[config.mk]
export PLATFORM = sky130hd
export DESIGN_NAME = alu_wb_stage
export DESIGN_NICKNAME = d
export VERILOG_FILES = /design/src/rtl/alu_wb_stage_pkg.sv /design/src/rtl/alu_wb_stage.sv
export SDC_FILE = /design/constraint.sdc
export NUM_CORES = 1
export LEC_CHECK = 0
export CAP_MARGIN = 0
export CORE_AREA = 2 2 51 101
export DETAILED_ROUTE_END_ITERATION = 6
export DIE_AREA = 0 0 53 103
export PLACE_DENSITY = 0.77
export REMOVE_ABC_BUFFERS = 1
export SETUP_SLACK_MARGIN = 0.15
export SKIP_CTS_REPAIR_TIMING = 1
export SLEW_MARGIN = 20
export SYNTH_ARGS = -nofsm -noshare
export SYNTH_HDL_FRONTEND = slang
export SYNTH_SLANG_ARGS = --single-unit
[constraint.sdc]
create_clock -name clk -period 2 [get_ports clk]
set_input_delay 0.2 -clock clk [delete_from_list [all_inputs] [get_ports clk]]
set_output_delay 0.2 -clock clk [all_outputs]
set_load 0.005 [all_outputs]
[src/rtl/alu_wb_stage_pkg.sv]
// Shared types and constants for the ALU execute/writeback stage:
// FSM state encoding, flag bit positions and the default multi-cycle wait.
package alu_wb_stage_pkg;

  typedef enum logic [1:0] {
    ST_IDLE     = 2'd0,
    ST_MCP_WAIT = 2'd1,
    ST_HOLD     = 2'd2
  } state_t;

  localparam int FLAG_C = 0;
  localparam int FLAG_V = 1;
  localparam int FLAG_Z = 2;
  localparam int FLAG_W = 3;

  localparam int MCP_CYCLES_DEFAULT = 2;

  // Z is stored as the inverse of the ALU's result-nonzero output.
  function automatic logic [FLAG_W-1:0] alu_flags(input logic cout,
                                                  input logic vout,
                                                  input logic qnz);
    logic [FLAG_W-1:0] f;
    f         = '0;
    f[FLAG_C] = cout;
    f[FLAG_V] = vout;
    f[FLAG_Z] = ~qnz;
    return f;
  endfunction

endpackage

[src/rtl/alu_wb_stage.sv]
// Execute/writeback stage: registers ALU result and C/V/Z flags for the register-file
// write port. Multi-cycle stall support is built only when ALU_MCP_STALL_EN is defined.
module alu_wb_stage
  import alu_wb_stage_pkg::*;
#(
  parameter int MCP_CYCLES = MCP_CYCLES_DEFAULT,
  parameter int RF_AW      = 4
) (
  input  logic             clk,
  input  logic             reset,
  input  logic             in_valid,
  output logic             in_ready,
  input  logic [31:0]      alu_dout,
  input  logic             alu_cout,
  input  logic             alu_vout,
  input  logic             alu_qnz,
  input  logic             alu_mcp,
  input  logic             rf_we_in,
  input  logic             flag_we_in,
  input  logic [RF_AW-1:0] rf_waddr_in,
  output logic             rf_we,
  input  logic             rf_ready,
  output logic [RF_AW-1:0] rf_waddr,
  output logic [31:0]      rf_wdata,
  output logic             flag_c,
  output logic             flag_v,
  output logic             flag_z
);

  state_t             state_q, state_d;
  logic               capture;
  logic               mcp_load;
  logic               mcp_req;
  logic               mcp_done;
  logic [31:0]        wdata_q;
  logic [RF_AW-1:0]   waddr_q;
  logic [FLAG_W-1:0]  flags_q;

`ifdef ALU_MCP_STALL_EN
  localparam int MCP_CW = 3;

  logic [MCP_CW-1:0] cnt_q, cnt_d;

  assign mcp_req  = alu_mcp;
  // A count of 0 is treated like 1 so the wait can never lock up.
  assign mcp_done = (cnt_q <= MCP_CW'(1));

  always_comb begin
    cnt_d = cnt_q;
    if (mcp_load) begin
      cnt_d = MCP_CW'(MCP_CYCLES);
    end else if (state_q == ST_MCP_WAIT) begin
      cnt_d = mcp_done ? '0 : cnt_q - 1'b1;
    end
  end

  always_ff @(posedge clk) begin
    if (reset) begin
      cnt_q <= '0;
    end else begin
      cnt_q <= cnt_d;
    end
  end
`else
  logic unused_mcp;

  assign mcp_req    = 1'b0;
  assign mcp_done   = 1'b1;
  assign unused_mcp = alu_mcp ^ mcp_load ^ (MCP_CYCLES != 0);
`endif

  // MCP_WAIT ignores in_valid: upstream holds the same instruction until capture.
  always_comb begin
    state_d  = state_q;
    in_ready = 1'b0;
    capture  = 1'b0;
    mcp_load = 1'b0;
    case (state_q)
      ST_IDLE: begin
        in_ready = 1'b1;
        if (in_valid) begin
          if (mcp_req) begin
            mcp_load = 1'b1;
            state_d  = ST_MCP_WAIT;
          end else begin
            capture = 1'b1;
            state_d = rf_we_in ? ST_HOLD : ST_IDLE;
          end
        end
      end
      ST_MCP_WAIT: begin
        if (mcp_done) begin
          in_ready = 1'b1;
          capture  = 1'b1;
          state_d  = rf_we_in ? ST_HOLD : ST_IDLE;
        end
      end
      ST_HOLD: begin
        in_ready = rf_ready;
        if (rf_ready) begin
          if (in_valid && mcp_req) begin
            mcp_load = 1'b1;
            state_d  = ST_MCP_WAIT;
          end else if (in_valid) begin
            capture = 1'b1;
            state_d = rf_we_in ? ST_HOLD : ST_IDLE;
          end else begin
            state_d = ST_IDLE;
          end
        end
      end
      default: begin
        state_d = ST_IDLE;
      end
    endcase
  end

  always_ff @(posedge clk) begin
    if (reset) begin
      state_q <= ST_IDLE;
      wdata_q <= '0;
      waddr_q <= '0;
      flags_q <= '0;
    end else begin
      state_q <= state_d;
      if (capture && rf_we_in) begin
        wdata_q <= alu_dout;
        waddr_q <= rf_waddr_in;
      end
      if (capture && flag_we_in) begin
        flags_q <= alu_flags(alu_cout, alu_vout, alu_qnz);
      end
    end
  end

  assign rf_we    = (state_q == ST_HOLD);
  assign rf_wdata = wdata_q;
  assign rf_waddr = waddr_q;
  assign flag_c   = flags_q[FLAG_C];
  assign flag_v   = flags_q[FLAG_V];
  assign flag_z   = flags_q[FLAG_Z];

endmodule

======== After elaboration in Yosys (flattened, before gate mapping) ========
Index checks and enable logic that the tools add are counted.
cells by class
  equal/unequal tests ..................... 4
  muxes and demuxes ....................... 9
  bitwise gates (word level) .............. 1
  reduce and logical (&&, ||, !) cells .... 5
operator list
  kind                                                   number
  2-to-1 mux 2 bit                                       4
  one-hot mux 2 bit (3 select lines)                     1
  one-hot mux 1 bit (3 select lines)                     1
  == test 2 x 1 -> 1 bit, second input constant          1
  == test 2 bit, second input constant                   1
  logical AND 1 bit                                      2
  logical NOT 2 bit                                      1
  2-to-1 mux 1 bit                                       2
  inequality test 2 x 1 -> 1 bit, second input constant  1
  inequality test 2 bit, second input constant           1
  one-hot mux 1 bit (2 select lines)                     1
  AND reduction 2 bit                                    1
  OR reduction 2 bit                                     1
  inverter 1 bit                                         1
storage, ports and cells
  bits in registers ....................... 41
  bits of input ports ..................... 46
  output and inout bits ................... 41
  word-level logic and storage cells ...... 23

======== Logic depth before layout (Yosys ltp) ========
  depth after elaboration ................. 4
  mapped depth ............................ 5
  gate-level depth less buffers ........... 3

======== Worst setup path before layout ========
OpenSTA, ideal clock, no wires.
  kind .................................... flip-flop to flip-flop
  start ................................... register state_q[1]
  end ..................................... register waddr_q[0], in the netlist rf_waddr[0]
  library setup time ...................... 0.072 ns
  arrival time ............................ 0.999 ns
  required time ........................... 1.928 ns
  setup slack ............................. 0.930 ns
  cell stages (with the launch flop) ...... 6
  buffers on the path ..................... 2
  clock period less this slack ............ 1.070 ns
  path through ............................ dfxtp_1 -> nand2b_4 -> nor2b_4 -> buf_12 -> buf_12 -> mux2i_1
on the way
  word-level cells in the longest chain between the ends .. 3
  elaborated cells between the ends (all ways) .. 5
  classes of those cells .................. eq/ne: 2; mux: 1; reduce/logical: 2
ends and longest elaborated chain
  what                                         line                 RTL
  start, declared                              alu_wb_stage.sv:30   state_t state_q, state_d;
  start signal, assigned                       alu_wb_stage.sv:125  state_q <= state_d;
  == test 2 bit, or another cell as far along  n/a
  one-hot mux 1 bit (3 select lines) *         alu_wb_stage.sv:78   case (state_q)
  logical AND 1 bit *                          alu_wb_stage.sv:126  if (capture && rf_we_in) begin
  end signal, assigned                         alu_wb_stage.sv:128  waddr_q <= rf_waddr_in;
  end, declared                                alu_wb_stage.sv:36   logic [RF_AW-1:0] waddr_q;
Mark *: on every way between the ends. The rest lies on a longest branch, timed or not.
A chain may end at the register's enable or synchronous reset.

======== Worst setup path in the final report ========
  start ................................... input port rf_ready
  end ..................................... output port in_ready
on the way
  word-level cells in the longest chain between the ends .. 1
ends and longest elaborated chain
  what                                line                RTL
  start, declared                     alu_wb_stage.sv:22  input logic rf_ready,
  one-hot mux 1 bit (2 select lines)  alu_wb_stage.sv:78
  end, declared                       alu_wb_stage.sv:12  output logic in_ready,
No other way between the ends.

==> qor.csv <==
stage;metric;value;unit
route;vias_per_cell;4.54;
min_path;hold_path.class;flop to flop;
synthesis;synth_seq_cells;40;
global_route;antenna_found_initial;0;
floorplan;rows;36;
clock_tree;cts_num_sinks;40;
floorplan;dieHeight;103;um
place;placed_cells;307;
route;wire_per_inst;12.2;um
critical_path;worst-setup-path-type;primary input to output pin;
route;drcViolationCount;0;
clock_tree;cts_buffer_depth;2;
cells_and_area;multiInputGateArea;916;sq um
synthesis;ys_seq_area_share;43.8;%
timing;skew;0.00452;ns
critical_path;endpoint_kind;output pin;
floorplan;io_pins;87;
timing;slew_violations;0;
cells_and_area;syn2layout_area_growth;51.7;%
global_route;grt_pass1_vias;1476;
place;place_hpwl;2740;um
clock_tree;htree_num_levels;2;
floorplan;dieArea;5460;sq um
timing;fin_crit_sh;74.0;%
floorplan;initial_utilization;38.7;%
cells_and_area;drive_gt1_share;6.20;%
synthesis;synth_area_per_cell;10.6;sq um
synthesis;yosys_warnings;0;
timing;setup_viol;0;
global_route;grt_max_degree;58;
power;ir_worst_vdd;0.444;mV
clock_tree;cts_root_buffer;clkbuf_8;
place;gp_congestion;0.589;
timing;min_period;1.48;ns
cells_and_area;fin_nets;303;
floorplan;die_w;53;um
critical_path;worst-path-max-fanout;5;
cells_and_area;final.fill_count;399;
place;portBuffers;85;
timing;slew_headroom;74.0;%
power;power_density;622;nW/um^2
route;vias;1430;
status;outcome;finished clean;
cells_and_area;instances_no_fill;315;
power;p_leak;1.03;nW
timing;final.setup.tns;0;ns
timing;tightest_slew;0.390;ns
cells_and_area;diodes;0;
global_route;gr-usage-all-layers;15.0;%
route;dr.pass1.iters;4;
route;detail-route-antenna-nets;0;
floorplan;core_area;4730;sq um
flow_run;drv_cap;0;
route;drt-initial-drc-count;19;
synthesis;synthCells;173;
critical_path;arrival;1.28;ns
critical_path;crit_path_start_kind;primary input;
synthesis;syn_area;1830;sq um
timing;grt_setup_unrepaired;false;
timing;max_freq;676;MHz
cells_and_area;seqCellArea;801;sq um
clock_tree;cts_tree;yes;
global_route;grt_pass1_wl;6220;um
critical_path;crit_required;1.80;ns
clock_tree;clk_pin_slew;0.08;ns
route;routed_wl;3840;um
global_route;grt-ovfl-total;0;
clock_tree;clk_latency;0.29;ns
synthesis;ys_types;13;
clock_tree;cts_buffers;5;
timing;final_hold_viol_count;0;
[metrics by stage]
step | power [mW] | instance area [sq um] | setup slack (ns) | utilization, % | hold WS (ns)
floorplan | 0.989 | 1720 | 0.432 | - | 0.269
global placement | 1.19 | 2680 | 0.519 | 56.7 | 0.458
detailed placement | 1.20 | 2680 | 0.463 | 56.7 | 0.459
CTS | 1.75 | 2770 | 0.517 | 58.7 | 0.466
global route | 1.82 | 2770 | 0.479 | 58.7 | 0.471
finish | 1.72 | 2770 | 0.520 | 58.7 | 0.474
[placed cells by master (no fill, tap or decap)]
master,count
mux2i_1,38
nand2_2,1
dfxtp_1,40
nand2b_1,76
clkdlybuf4s50_1,85
nand2b_4,1
buf_4,3
clkbuf_8,6
clkinv_2,2
nor2b_4,1
buf_12,1
and3_2,1
a211oi_1,1
a31oi_1,1
a21oi_1,1
[cells in the mapped netlist, drive strengths merged]
cell type | instances | share of area (%)
a21oi | 1 | 0.27
a211oi | 1 | 0.41
nor2b | 1 | 0.75
mux2i | 38 | 21
clkbuf | 7 | 1.4
and3 | 1 | 0.41
a31oi | 1 | 0.34
dfxtp | 40 | 44
nand2 | 1 | 0.34
buf | 5 | 4.7
nand2b | 77 | 27
[registers in the layout (all words and copies together) (netlist names)]
register,count
rf_wdata,32
state_q,1
rf_waddr,4
flags_q,3
[area by class of cell]
type,instances,area share (%)
multi-input cells,121,33.0
repair buffers,89,32.2
flip-flops and latches,40,28.9
clock buffers,6,2.98
well taps,57,2.57
clock inverters,2,0.361
[critical path: stages]
cell	delay [ns]
clkdlybuf4s50_1	0.45
nand2b_4	0.13
clkdlybuf4s50_1	0.50
[per-layer routing]
layer / GRT usage, % / wire (um) / vias up
met4: 5.92 / 10 / 0
met5: 0 / 0 / -
met1: 16.4 / 1650 / 629
met3: 6.96 / 471 / 2
met2: 24.5 / 1710 / 74
li1: - / - / 725
[where the power goes]
part,internal [mW],switching [mW]
clock network,0.275,0.272
registers,0.838,0.0223
logic,0.218,0.0982
total,1.33,0.393
[worst paths after layout]
check / from / endpoint / slack [ns] / depth (start not counted)
setup / recovery: rf_ready / in_ready / 0.52 / 3
hold / removal: rf_wdata[12] / rf_wdata[12] / 0.47 / 2
setup reg to reg: state_q[1] / rf_wdata[31] / 0.86 / 4
hold reg to reg: rf_wdata[12] / rf_wdata[12] / 0.47 / 2
[logic make-up after synthesis]
family          synth area share, %
buf+inv                        6.09
simple gates                   28.3
mux                            20.8
compound gates                 1.03
flops                          43.8
No activity file was read; power rests on OpenSTA's default activity.
